==> src/rtl/ncl_pkg.sv <==
// Shared NCL types: dual-rail pair, injector state, handshake levels.
// Used by the clocked injector and the downstream collector.
package ncl_pkg;

    typedef struct packed {
        logic t;
        logic f;
    } dual_rail_t;

    typedef enum logic {
        S_NULL = 1'b0,
        S_DATA = 1'b1
    } inj_state_e;

    localparam logic NCL_RFD = 1'b1;
    localparam logic NCL_RFN = 1'b0;

    function automatic dual_rail_t encode_bit(input logic b);
        dual_rail_t r;
        r.t = b;
        r.f = ~b;
        return r;
    endfunction

endpackage

==> src/rtl/ncl_sync_bit.sv <==
// Multi-flop synchronizer for one asynchronous level, async reset to 0.
// Ports: clk, rst, d (async level in), q (synchronized level out).
module ncl_sync_bit #(
    parameter int STAGES = 2
) (
    input  logic clk,
    input  logic rst,
    input  logic d,
    output logic q
);

    logic [STAGES-1:0] sync_q;

    always_ff @(posedge clk or posedge rst) begin
        if (rst) begin
            sync_q <= '0;
        end else begin
            sync_q <= {sync_q[STAGES-2:0], d};
        end
    end

    assign q = sync_q[STAGES-1];

endmodule

==> src/rtl/ncl_sync_injector.sv <==
// Clocked-to-NCL boundary: turns valid/ready words into DATA/NULL wavefronts.
// Ports: clk, rst (async high), in_valid/in_ready/in_data (upstream word),
//        ncl_t/ncl_f (registered dual rails), ncl_ki (async ack in),
//        busy (DATA outstanding), word_count (DATA wavefronts, wraps).
module ncl_sync_injector
    import ncl_pkg::*;
#(
    parameter int WIDTH       = 8,
    parameter int SYNC_STAGES = 2
) (
    input  logic             clk,
    input  logic             rst,
    input  logic             in_valid,
    output logic             in_ready,
    input  logic [WIDTH-1:0] in_data,
    output logic [WIDTH-1:0] ncl_t,
    output logic [WIDTH-1:0] ncl_f,
    input  logic             ncl_ki,
    output logic             busy,
    output logic [15:0]      word_count
);

    inj_state_e              state_q;
    inj_state_e              state_d;
    dual_rail_t [WIDTH-1:0]  rails_q;
    logic [15:0]             count_q;
    logic                    ki_s;
    logic                    load;
    logic                    clear;

    ncl_sync_bit #(
        .STAGES (SYNC_STAGES)
    ) u_ki_sync (
        .clk (clk),
        .rst (rst),
        .d   (ncl_ki),
        .q   (ki_s)
    );

    always_ff @(posedge clk or posedge rst) begin
        if (rst) begin
            state_q <= S_NULL;
        end else begin
            state_q <= state_d;
        end
    end

    // in_ready depends only on state and ki_s so upstream can never
    // build a combinational loop through in_valid.
    always_comb begin
        state_d  = state_q;
        in_ready = 1'b0;
        load     = 1'b0;
        clear    = 1'b0;
        unique case (state_q)
            S_NULL: begin
                in_ready = (ki_s == NCL_RFD);
                if (in_valid && in_ready) begin
                    load    = 1'b1;
                    state_d = S_DATA;
                end
            end
            S_DATA: begin
                if (ki_s == NCL_RFN) begin
                    clear   = 1'b1;
                    state_d = S_NULL;
                end
            end
            default: begin
                state_d = S_NULL;
            end
        endcase
    end

    // Rails only ever move NULL->DATA (load) or DATA->NULL (clear or
    // async reset), which keeps every wavefront monotonic downstream.
    always_ff @(posedge clk or posedge rst) begin
        if (rst) begin
            rails_q <= '0;
        end else if (load) begin
            for (int i = 0; i < WIDTH; i++) begin
                rails_q[i] <= encode_bit(in_data[i]);
            end
        end else if (clear) begin
            rails_q <= '0;
        end
    end

    always_ff @(posedge clk or posedge rst) begin
        if (rst) begin
            count_q <= '0;
        end else if (load) begin
            count_q <= count_q + 16'd1;
        end
    end

    for (genvar g = 0; g < WIDTH; g++) begin : g_rail
        assign ncl_t[g] = rails_q[g].t;
        assign ncl_f[g] = rails_q[g].f;
    end

    assign busy       = (state_q == S_DATA);
    assign word_count = count_q;

endmodule

==> config.mk <==
export PLATFORM = sky130hd
export DESIGN_NAME = ncl_sync_injector
export DESIGN_NICKNAME = d
export VERILOG_FILES = /design/src/rtl/ncl_pkg.sv /design/src/rtl/ncl_sync_bit.sv /design/src/rtl/ncl_sync_injector.sv
export SDC_FILE = /design/constraint.sdc
export NUM_CORES = 1
export LEC_CHECK = 0
export ABC_AREA = 1
export CAP_MARGIN = 15
export CORE_MARGIN = 3
export CORE_UTILIZATION = 50
export DETAILED_ROUTE_END_ITERATION = 8
export PLACE_DENSITY = 0.84
export SETUP_SLACK_MARGIN = 0.05
export SYNTH_ARGS = -nofsm -noshare
export SYNTH_HDL_FRONTEND = slang
export SYNTH_SLANG_ARGS = --single-unit
==> constraint.sdc <==
create_clock -name clk -period 2.65 [get_ports clk]
set_input_delay 0.795 -clock clk [delete_from_list [all_inputs] [get_ports clk]]
set_output_delay 0.795 -clock clk [all_outputs]
set_load 0.02 [all_outputs]
# After elaboration in Yosys (flattened, before gate mapping)
# Cells that the tools add are included.
# word_totals
register_bits	35
word_cells	40
# classes
addsub	1
n_bitwise	9
n_reduce_logical	2
n_mux	9
# op_table
cell	n
$mux W16	2
$add A16 B1 Y16 const B	1
$not A1 Y1	9
$mux W1	6
$pmux W1 S2	1
$reduce_bool A2 Y1	1
$logic_and A1 B1 Y1	1

# Depth between registers and ports, before layout
# logic_depth
depth_word	4
depth_mapped	7

# Modules after synthesis
# From an unflattened synthesis, not the netlist that was laid out.
# unflattened
cells_unflattened	175
hier_area_um2	1542.7
# modules_own_cells
module	cells_per_inst	instances	seq_area_each_um2	area_each_um2
ncl_sync_injector	172	1	825.8	1488.9
ncl_sync_bit	3	1	50.0	53.8

# Least setup slack after synthesis
# OpenSTA, ideal clock, no wires.
# synth_path
kind	register -> output
startpoint	register state_q, in the netlist busy
endpoint	output in_ready
arrival_time_ns	0.795
n_path_buf	0
path_stages_with_launch	2
path_slack_ns	1.060
path_cell_list	dfrtp_1 nor2_1
# synth_between
elab_chain_len	1
# synth_lines
element	line	text
start, declared	ncl_sync_injector.sv:23	inj_state_e state_q;
start signal, assigned	ncl_sync_injector.sv:44	state_q <= state_d;
$mux W1	ncl_sync_injector.sv:55	unique case (state_q)
end, declared	ncl_sync_injector.sv:14	output logic in_ready,
# Every way passes these cells.

# Worst setup path in the final report
# layout_path
startpoint	register u_ki_sync.sync_q[1]
endpoint	output in_ready
# layout_between
elab_chain_len	1
# layout_lines
element	line	text
start, declared	ncl_sync_bit.sv:12	logic [STAGES-1:0] sync_q;
start signal, assigned	ncl_sync_bit.sv:18	sync_q <= {sync_q[STAGES-2:0], d};
$mux W1	ncl_sync_injector.sv:55	
# Every way passes these cells.

==> out/results.tsv <==
metric	value	unit
ff2ff_path_depth	6	
clk_pin_slew	100	ps
slew_headroom	62.2	%
crit_chain	inv_1, nor2_1, clkdlybuf4s50_1	
antenna_left	0	
insertion_delay	330	ps
clk_path_buf_depth	2	
ys_async_sr_fraction	100	%
post_drt_via_cell_ratio	4.96	
ys_warn_count	0	
first_pass_iters	4	
synth.avg_cell_area	8.96	um2
die_h	61.4	um
synth-edff-count	0	
critical_path_class	reg -> out	
antenna_cells	0	
nFillCells	215	
crit_path_end_kind	output port	
clock_skew	4.63	ps
place.gp.congestion	0.776	
reg2reg_to	word_count[13]$_DFFE_PP0P_	
utilization	73.7	%
final_layout_size_suffix_gt1_share	7.17	%
p_leak	0.940	nW
num_vias	1261	
synth_area_leaders	dfrtp_1 (57%), nand2_1 (10%), inv_1 (7.1%), nor2_1 (4.2%), o21ai_0 (3.6%)	
min-delay-path-class	reg -> reg	
io_buffers	45	
whs_endpoint	u_ki_sync.sync_q[1]$_DFF_PP0_	
wl_met1	1430	um
crit_path_start_kind	flip-flop	
synth_top_family_by_area	simple AND/OR/NAND/NOR gates	
drc	0	
worstMarginPinSlew	567	ps
die_x	61.4	um
final_nets	235	
slowest_delay	610	ps
ys_types	20	
ys_ff_latch	35	
dieArea	3770	um2
syn_nets	184	
syn_area	1530	um2
first_global_vias	1215	
cp.required	1860	ps
synth_top_area_cell	dfrtp_1	
synthMuxAreaShare	0	%
yosys.area_share.simple	21.1	%
cts_buffers	5	
path_buf_inv	2	
crit_arrival	1540	ps
initialDrtViolationCount	50	
hpwlAfterDp	2510	um
grt_overflow	0	
run_status	completed	
final_cells	254	
r2r-start	busy$_DFF_PP0_	
place_inst	246	
crit_path_top_delay_cell	clkdlybuf4s50_1	
hold_depth	0	
topRoutingLayerUsed	met4	
wl_met3	119	um
track_usage	19.5	%
start_util	54.2	%
ir_worst_vdd	0.000390	V
synth_ff_type	dfrtp_1	
wl_met2	1720	um
maxCapViolCount	0	
worstHoldStart	u_ki_sync.sync_q[0]$_DFF_PP0_	
routed_wl	3310	um
setup_violations	0	
synth_compound_area_share	7.43	%
cts_root_buffer	clkbuf_4	
cts.sinks	35	
final_max_slew_viol_count	0	
critPathTopFamily	buffers and inverters	
row_count	19	
hold_slack	375	ps
syn2layout_area_growth	36.1	%
synthXorXnorAreaFrac	5.14	%
grt_start_max_net_pins	36	
synth_top_area_share	57.1	%
synth.most_common_cell	nand2_1	
core	2830	um2
io_pins	46	
grt_setup_unrepaired	no	
final.min_clock_period	2340	ps
finalSetupTns	0	ps
fmax	428	MHz
path_max_fanout	4	
synth_fa_ha_area_share	0.816	%
postCtsSetupRepairBufs	0	
cts.htree.levels	2	
cts_hold_buf	0	
antenna_found_initial	0	
cts.repair.resized	0	
syn_inst	171	
power_density	677	nW/um2
wl_per_cell	13.0	um
pre_cts_slack	339	ps
synth_commonest_cells	nand2_1 (42), dfrtp_1 (35), inv_1 (29)	
min_period_over_period	88.2	%
ys_seq_area_share	57.1	%
layout_setup_ws	313	ps
r2r_slack	1100	ps
tritoncts	yes	
grt_pass1_wl	5370	um
hold_viol	0	
==> per-stage QoR <==
step	instance area, um2	power (mW)
2_1_floorplan	1530	0.896
3_5_place_dp	2020	1.10
5_1_grt	2090	1.49
3_3_place_gp	2020	1.09
6_report	2090	1.41
4_1_cts	2090	1.43
==> worst max path at each step <==
stage	slack, ps	cells past startpoint	start	endpoint
detailed placement	340	6	in_valid	word_count[13]$_DFFE_PP0P_
global placement	450	6	in_valid	word_count[13]$_DFFE_PP0P_
finish	310	3	u_ki_sync.sync_q[1]$_DFF_PP0_	in_ready
global route	200	3	u_ki_sync.sync_q[1]$_DFF_PP0_	in_ready
floorplan	1060	1	busy$_DFF_PP0_	in_ready
CTS	290	3	u_ki_sync.sync_q[1]$_DFF_PP0_	in_ready
==> cell usage in the layout, fill, tap and decap left out <==
| master | count |
|---|---|
| nand2_1 | 42 |
| nand2_2 | 1 |
| xnor2_1 | 6 |
| nand3_1 | 4 |
| clkbuf_1 | 1 |
| nand4_1 | 1 |
| o21ai_2 | 1 |
| nor3_1 | 2 |
| nor2_1 | 17 |
| nor2_4 | 1 |
| o22ai_1 | 8 |
| ha_1 | 1 |
| clkbuf_4 | 5 |
| o21ai_0 | 11 |
| buf_4 | 2 |
| inv_1 | 29 |
| clkdlybuf4s50_1 | 45 |
| nand3b_1 | 2 |
| dfrtp_1 | 35 |
| clkbuf_8 | 2 |
| nand3_2 | 2 |
| nor2_2 | 2 |
| xor2_1 | 3 |
==> per-layer routing <==
metal / GRT usage [%] / vias up
li1: - / 639
met1: 25.1 / 584
met2: 31.6 / 34
met3: 5.45 / 4
met4: 7.27 / 0
met5: 0 / -
==> kinds of logic after synthesis <==
family	count (synthesis)
flip-flops	35
AND/OR/NAND/NOR	74
buffers and inverters	32
adder cells (fa/ha/maj)	1
XOR/XNOR	9
AO/OA/AOI/OAI	20
==> flip-flops by register name (all words and copies together) (netlist names) <==
name              cells
ncl_f                 8
word_count           16
ncl_t                 8
busy                  1
u_ki_sync.sync_q      2
==> final cells by class <==
cell class | count | area [um2] | share of cell area (%)
sequential | 35 | 876 | 42.0
clock buffer | 8 | 68.8 | 3.30
multi-input combinational | 104 | 528 | 25.3
tap | 31 | 38.8 | 1.86
inverter | 29 | 109 | 5.22
timing repair buffer | 47 | 465 | 22.3
==> power by group <==
| group | internal, mW | switching [mW] |
|---|---|---|
| Clock | 0.156 | 0.166 |
| Combinational | 0.196 | 0.215 |
| Sequential | 0.609 | 0.0694 |
Note: power is estimated with default switching activity, not from simulation.
